[src/rtl/instr_queue.sv]
// Instruction queue between fetch and dual-issue decode: circular buffer that
// accepts up to FETCH_NUM entries per cycle and presents the oldest ISSUE_NUM.
package instr_queue_pkg;
    typedef struct packed {
        logic        valid;
        logic [31:0] pc;
        logic [31:0] instr;
    } fetch_entry_t;
endpackage

module instr_queue
    import instr_queue_pkg::*;
#(
    parameter int unsigned DEPTH     = 16,
    parameter int unsigned FETCH_NUM = 2,
    parameter int unsigned ISSUE_NUM = 2
) (
    input  logic                                 clk,
    input  logic                                 rst,
    input  logic                                 flush,
    input  logic                                 stall,
    input  logic [$clog2(FETCH_NUM+1)-1:0]       push_num,
    input  fetch_entry_t [FETCH_NUM-1:0]         push_entry,
    output logic                                 full,
    input  logic [$clog2(ISSUE_NUM+1)-1:0]       pop_num,
    output fetch_entry_t [ISSUE_NUM-1:0]         out_entry,
    output logic [$clog2(DEPTH+1)-1:0]           count
);
    localparam int unsigned PTR_W = $clog2(DEPTH);
    localparam int unsigned CNT_W = $clog2(DEPTH + 1);
    localparam int unsigned PN_W  = $clog2(FETCH_NUM + 1);
    localparam int unsigned PP_W  = $clog2(ISSUE_NUM + 1);

    fetch_entry_t [DEPTH-1:0] r_mem;
    logic [PTR_W-1:0]         r_head;
    logic [PTR_W-1:0]         r_tail;
    logic [CNT_W-1:0]         r_count;

    logic [PN_W-1:0]          w_push_acc;
    logic [PP_W-1:0]          w_pop_eff;

    // Full is judged on registered occupancy only; same-cycle pops do not free room.
    assign full  = (CNT_W'(DEPTH) - r_count) < CNT_W'(FETCH_NUM);
    assign count = r_count;

    // Push is all-or-nothing; pop is clamped so the issue stage may over-report.
    always_comb begin
        w_push_acc = '0;
        w_pop_eff  = '0;
        if (!full && !flush) begin
            w_push_acc = push_num;
        end
        if (!stall) begin
            if (CNT_W'(pop_num) < r_count) begin
                w_pop_eff = pop_num;
            end else begin
                w_pop_eff = PP_W'(r_count);
            end
        end
    end

    always_ff @(posedge clk) begin
        if (rst || flush) begin
            r_head  <= '0;
            r_tail  <= '0;
            r_count <= '0;
        end else begin
            r_head  <= r_head + PTR_W'(w_pop_eff);
            r_tail  <= r_tail + PTR_W'(w_push_acc);
            r_count <= r_count + CNT_W'(w_push_acc) - CNT_W'(w_pop_eff);
        end
    end

    // Storage needs no reset: occupancy alone decides what is visible.
    always_ff @(posedge clk) begin
        if (!rst) begin
            for (int k = 0; k < FETCH_NUM; k++) begin
                if (PN_W'(k) < w_push_acc) begin
                    r_mem[r_tail + PTR_W'(k)] <= push_entry[k];
                end
            end
        end
    end

    always_comb begin
        out_entry = '0;
        for (int i = 0; i < ISSUE_NUM; i++) begin
            if (CNT_W'(i) < r_count) begin
                out_entry[i]       = r_mem[r_head + PTR_W'(i)];
                out_entry[i].valid = 1'b1;
            end
        end
    end

endmodule

[config.mk]
export PLATFORM = sky130hd
export DESIGN_NAME = instr_queue
export DESIGN_NICKNAME = d
export VERILOG_FILES = /design/src/rtl/instr_queue.sv
export SDC_FILE = /design/constraint.sdc
export NUM_CORES = 2
export LEC_CHECK = 0
export BUFFER_PORTS_ARGS = -buffer_cell sky130_fd_sc_hd__buf_2
export CORE_MARGIN = 4
export CORE_UTILIZATION = 40
export DETAILED_ROUTE_END_ITERATION = 8
export HOLD_SLACK_MARGIN = 0.08
export SKIP_CTS_REPAIR_TIMING = 1
export SYNTH_ARGS = -nofsm -noshare
export SYNTH_HDL_FRONTEND = slang
export SYNTH_SLANG_ARGS = --single-unit
[constraint.sdc]
create_clock -name clk -period 23.8 [get_ports clk]
set_input_delay 1.19 -clock clk [delete_from_list [all_inputs] [get_ports clk]]
set_output_delay 1.19 -clock clk [all_outputs]
set_load 0.02 [all_outputs]
After elaboration in Yosys (flattened, before gate mapping)
Index checks and enable logic that the tools add are counted.
- flip-flop bits (word level): 1053
- input port bits: 138
- output and inout bits: 136
- logic and storage cells: 94
- add/sub/neg operators: 7
- $lt $le $gt $ge: 12
- muxes and demuxes: 18
- reductions and logical operators: 6
- operators with widths (operator ; number):
    two-way mux 1040 bit ; 3
    bitwise mux 1040 bit ; 2
    binary-select mux 65 bit (select 4 bit) ; 2
    demux 65 bit (select 4 bit) ; 2
    two-way mux 65 bit ; 4
    two-way mux 64 bit ; 2
    < comparator 4 x 5 -> 1 bit (second input constant) ; 4
    < comparator 1 x 5 -> 1 bit (first input constant) ; 2
    adder 4 x 1 -> 4 bit (second input constant) ; 2
    adder 4 x 2 -> 4 bit ; 2
    greater-or-equal comparator 4 x 1 -> 1 bit (second input constant) ; 2
    two-way mux 2 bit ; 3
    adder 5 x 2 -> 5 bit ; 1
    < comparator 2 x 5 -> 1 bit ; 1
    < comparator 5 x 2 -> 1 bit (second input constant) ; 1
    subtractor 5 x 2 -> 5 bit ; 1
    subtractor 5 bit (first input constant) ; 1
    < comparator 1 x 2 -> 1 bit (first input constant) ; 2
    logical AND 1 bit ; 3
    zero test 1 bit ; 2
    logical OR 1 bit ; 1

Longest topological paths before layout
- word-level depth: 10
- gate-level depth with buffers: 18
- mapped depth without buffers: 17

Worst setup path after synthesis
No wires, ideal clock.
- kind: input to register
- start: input rst
- end: register r_mem[0] in the netlist's numbering, enable pin
- library setup time: 1.356 ns
- data arrival time: 20.871 ns
- data required time: 22.444 ns
- slack: 1.572 ns
- stages: 1
- buffers on the path: 0
- cells stage by stage: inv_1
- RTL lines (item ; RTL line ; source):
    start, declared ; 19 ; input logic rst,
    end signal, assigned by index ; 79 ; r_mem[r_tail + PTR_W'(k)] <= push_entry[k];
    end, declared ; 34 ; fetch_entry_t [DEPTH-1:0] r_mem;
No word-level cell between the ends.

==> key figures <==
Run status
  – Outcome: complete, no violations

Power and ir drop
  – Sw frac: 0.345
  – Sw Pwr: between 2000 and 2500 uW
  – Clock power share: 0.311
  – Power Internal: around 4100 uW
  – Sequential power share: 0.376
  – Comb pwr share: 0.313
  – LEAKAGE: between 0.03 and 0.04 uW
  – Max VDD drop: around 0.17 mV
  – Pwr dens: just under 80 nW/um^2
  – Total power: 6210 uW

Setup path
  – Reg2reg path depth: 11
  – CP delay by family, top: buffers and inverters
  – Max incr delay on CP: between 0.9 and 1 ns
  – Critical path, cell by cell: buf_4 -> buf_4 -> buf_4 -> mux4_2 -> nor2b_1 -> a211oi_1 -> a211oi_1 -> buf_2
  – CP Data Required Time: around 23 ns
  – Crit path kind: register to output port
  – Reg2reg end: r_mem[93]
  – Crit path top cell by count: buf_4
  – CP Data Arrival Time: 5.85 ns
  – R2R setup slack: around 19 ns
  – Worst r2r src: count[1]
  – WP buf/inv: 4
  – Slowest CP cell: buf_4
  – Startpoint types: register
  – Crit path capture type: output port
  – CP Max Fanout: 53

Clock tree
  – TritonCTS Sinks: ~1000
  – Clock buffer depth: 3
  – Worst-path clk slew: around 0.060 ns
  – TritonCTS buffer count: approximately 120
  – Clk root buf: clkbuf_16
  – Clk_lat worst skew: 0.75 ns
  – H-tree Lvls: 3
  – CTS tree: done

Finish
  – Final Util: 0.432
  – Commonest non-fill, non-tap cell in the layout: nor2_1
  – Nets@finish: between 5000 and 6000
  – Area growth syn-to-layout: 7.06%
  – Filler instances: between 15000 and 20000
  – Commonest cells after routing, fill and taps aside: nor2_1 (1041), mux2i_1 (1025), edfxtp_1 (1024)
  – Layout cell share with drive strength beyond 1: 0.307

Floorplanning
  – Die width: 436 um
  – Area of the die: ~190000 um^2
  – Std-Cell Rows: ~160
  – Die height: 436 um
  – Num ports: roughly 270
  – CORE AREA: approximately 180000 um^2
  – Initial Util: 0.404

Job
  – Max_cap viols: 0

Synth
  – Syn nets: around 6100
  – Netlist Area Pre-Place: 73300 um^2
  – Register area share after synthesis: 0.423
  – Synth Flop Type: edfxtp_1
  – Mapped Cells: slightly below 6000
  – Yosys reg bits: roughly 1000
  – Syn_area_per_cell: about 12 um^2
  – Async SR Flop Fraction: 0
  – Post-synth cell types: 41
  – Yosys warns: 0
  – Post-synth EDFFs: a little over 1000

Detailed routing
  – Vias: between 50000 and 60000
  – Residual DRC count: 0
  – Mean number of vias per cell: 6.27
  – Routed WL per cell: around 30 um
  – Drt first pass iters: 6
  – Final wirelength: about 250 mm
  – Final ANT Viol Nets: 0
  – DR iter-0 viols: just over 7000

STA
  – Worst-margin pin slew: approximately 1.3 ns
  – Max frequency: around 140 MHz
  – Final setup fails: 0
  – Layout Skew: ~0.013 ns
  – Final period utilization: 0.296
  – Worst slew margin relative to its limit: 0.118
  – Worst setup margin: roughly 17 ns
  – Count of pins over their slew limit: 0
  – RSZ-0062 raised after global routing: no
  – Fin Setup TNS: 0 ns
  – Final Hold Viols: 0
  – Minimum clock period: between 7 and 8 ns

Hold path
  – WHS Path Cells: 2
  – Origin of the worst min-delay path: r_head[2]
  – Min-Delay Path Class: register to register
  – Worst Hold Endpoint: r_head[2]

Place
  – Placer Congestion: a little under 0.8
  – PortBufs: roughly 270
  – Worst slack, placed: 17.40 ns
  – Post-DP HPWL: 135 mm

Global route
  – Pin count of the biggest net entering global routing: around 160
  – Antenna violations before repair: 68
  – Vias in the first global route: 48900
  – Tot GR Track Use: 0.256
  – GR Overflow Total: 0
  – Global-route wire length before repair: between 300 and 400 mm
[power by group through the flow]
stage	registers, uW	logic, uW	clock network [uW]
after floorplan	2390	1320	0
after global placement	2360	1920	0
after detailed placement	2370	1940	0
after CTS	2330	1950	1960
after global routing	2350	2040	2030
final	2340	1940	1930
[flip-flops by register name, summed over array words and instances, names as in the netlist]
name,cells
r_mem,1024
count,5
r_tail,4
r_head,4
[worst reg2reg max path, cell delays in order, from the launching register on]
cell      delay (ns)
dfxtp_1         0.54
inv_1           0.12
ha_1            0.25
nor3b_1         0.36
a31oi_4         0.04
buf_4           0.32
o211ai_1        0.30
buf_4           0.67
buf_4           0.88
buf_4           0.86
nor2_1          0.16
a21oi_2         0.14
[how the worst max path moves through the flow]
stage	cells after the start	endpoint	slack (ns)	from
final	8	out_entry[96]	16.76	r_head[0]
after global routing	8	out_entry[96]	16.27	r_head[0]
after CTS	8	out_entry[96]	16.56	r_head[0]
after detailed placement	8	out_entry[96]	17.40	r_head[0]
after global placement	8	out_entry[96]	17.47	r_head[0]
after floorplan	1	r_mem[0]	1.57	rst
[cells by family (layout without fill, tap and decap cells)]
family | Yosys count | after routing | share of synthesized area
multiplexers | 1601 | 1601 | 0.317
AND/OR/NAND/NOR | 1324 | 1324 | 0.0729
AO/OA/AOI/OAI | 1199 | 1199 | 0.120
flip-flops | 1037 | 1037 | 0.423
buffers and inverters | 741 | 625 | 0.0624
adder cells (fa/ha/maj) | 18 | 18 | 0.00348
XOR/XNOR | 10 | 10 | 0.00119
other | 0 | 29 | 0
[synth_stat cells, drive strengths merged, types with 3 or more instances]
cell type     n  area share
a31oi        64      0.0055
and2          4     0.00034
fa            4      0.0011
mux4        576        0.18
nor3          8     0.00055
xor2          4     0.00048
o2111ai       8     0.00096
clkbuf      231       0.012
nor2b       132       0.011
xnor2         6     0.00072
a211oi      128       0.013
dfxtp        13      0.0035
inv          18     0.00092
buf         492       0.050
edfxtp     1024        0.42
ha           14      0.0024
nor2       1043       0.053
o211ai       23      0.0031
nand2       128      0.0066
mux2i      1025        0.14
o21ai         3     0.00036
a21oi       967       0.097
[through the flow]
stage / hold WS, ns / cells / cell area (um^2)
5_1_grt: 0.676 / 8191 / 78500
2_1_floorplan: 0.575 / 5930 / 73300
3_5_place_dp: 0.636 / 7964 / 74500
3_3_place_gp: 0.611 / 7964 / 74500
4_1_cts: 0.650 / 8184 / 78400
6_report: 0.644 / 8213 / 78500
[per-layer routing]
metal | wire [um] | GRT usage
met5 | 224 | 0
met1 | 105000 | 0.367
met4 | 8810 | 0.0849
met2 | 113000 | 0.391
met3 | 24500 | 0.0493
[cell type report]
class / count / area (um^2) / area share
multi-input combinational: 4152 / 38100 / 0.485
tap: 2370 / 2970 / 0.0378
timing repair buffer: 387 / 2350 / 0.0300
clock inverter: 86 / 871 / 0.0111
antenna: 29 / 72.6 / 0.000924
sequential: 1037 / 31000 / 0.395
inverter: 18 / 75.1 / 0.000956
clock buffer: 134 / 3080 / 0.0392
(Power assumes the default switching activity.)
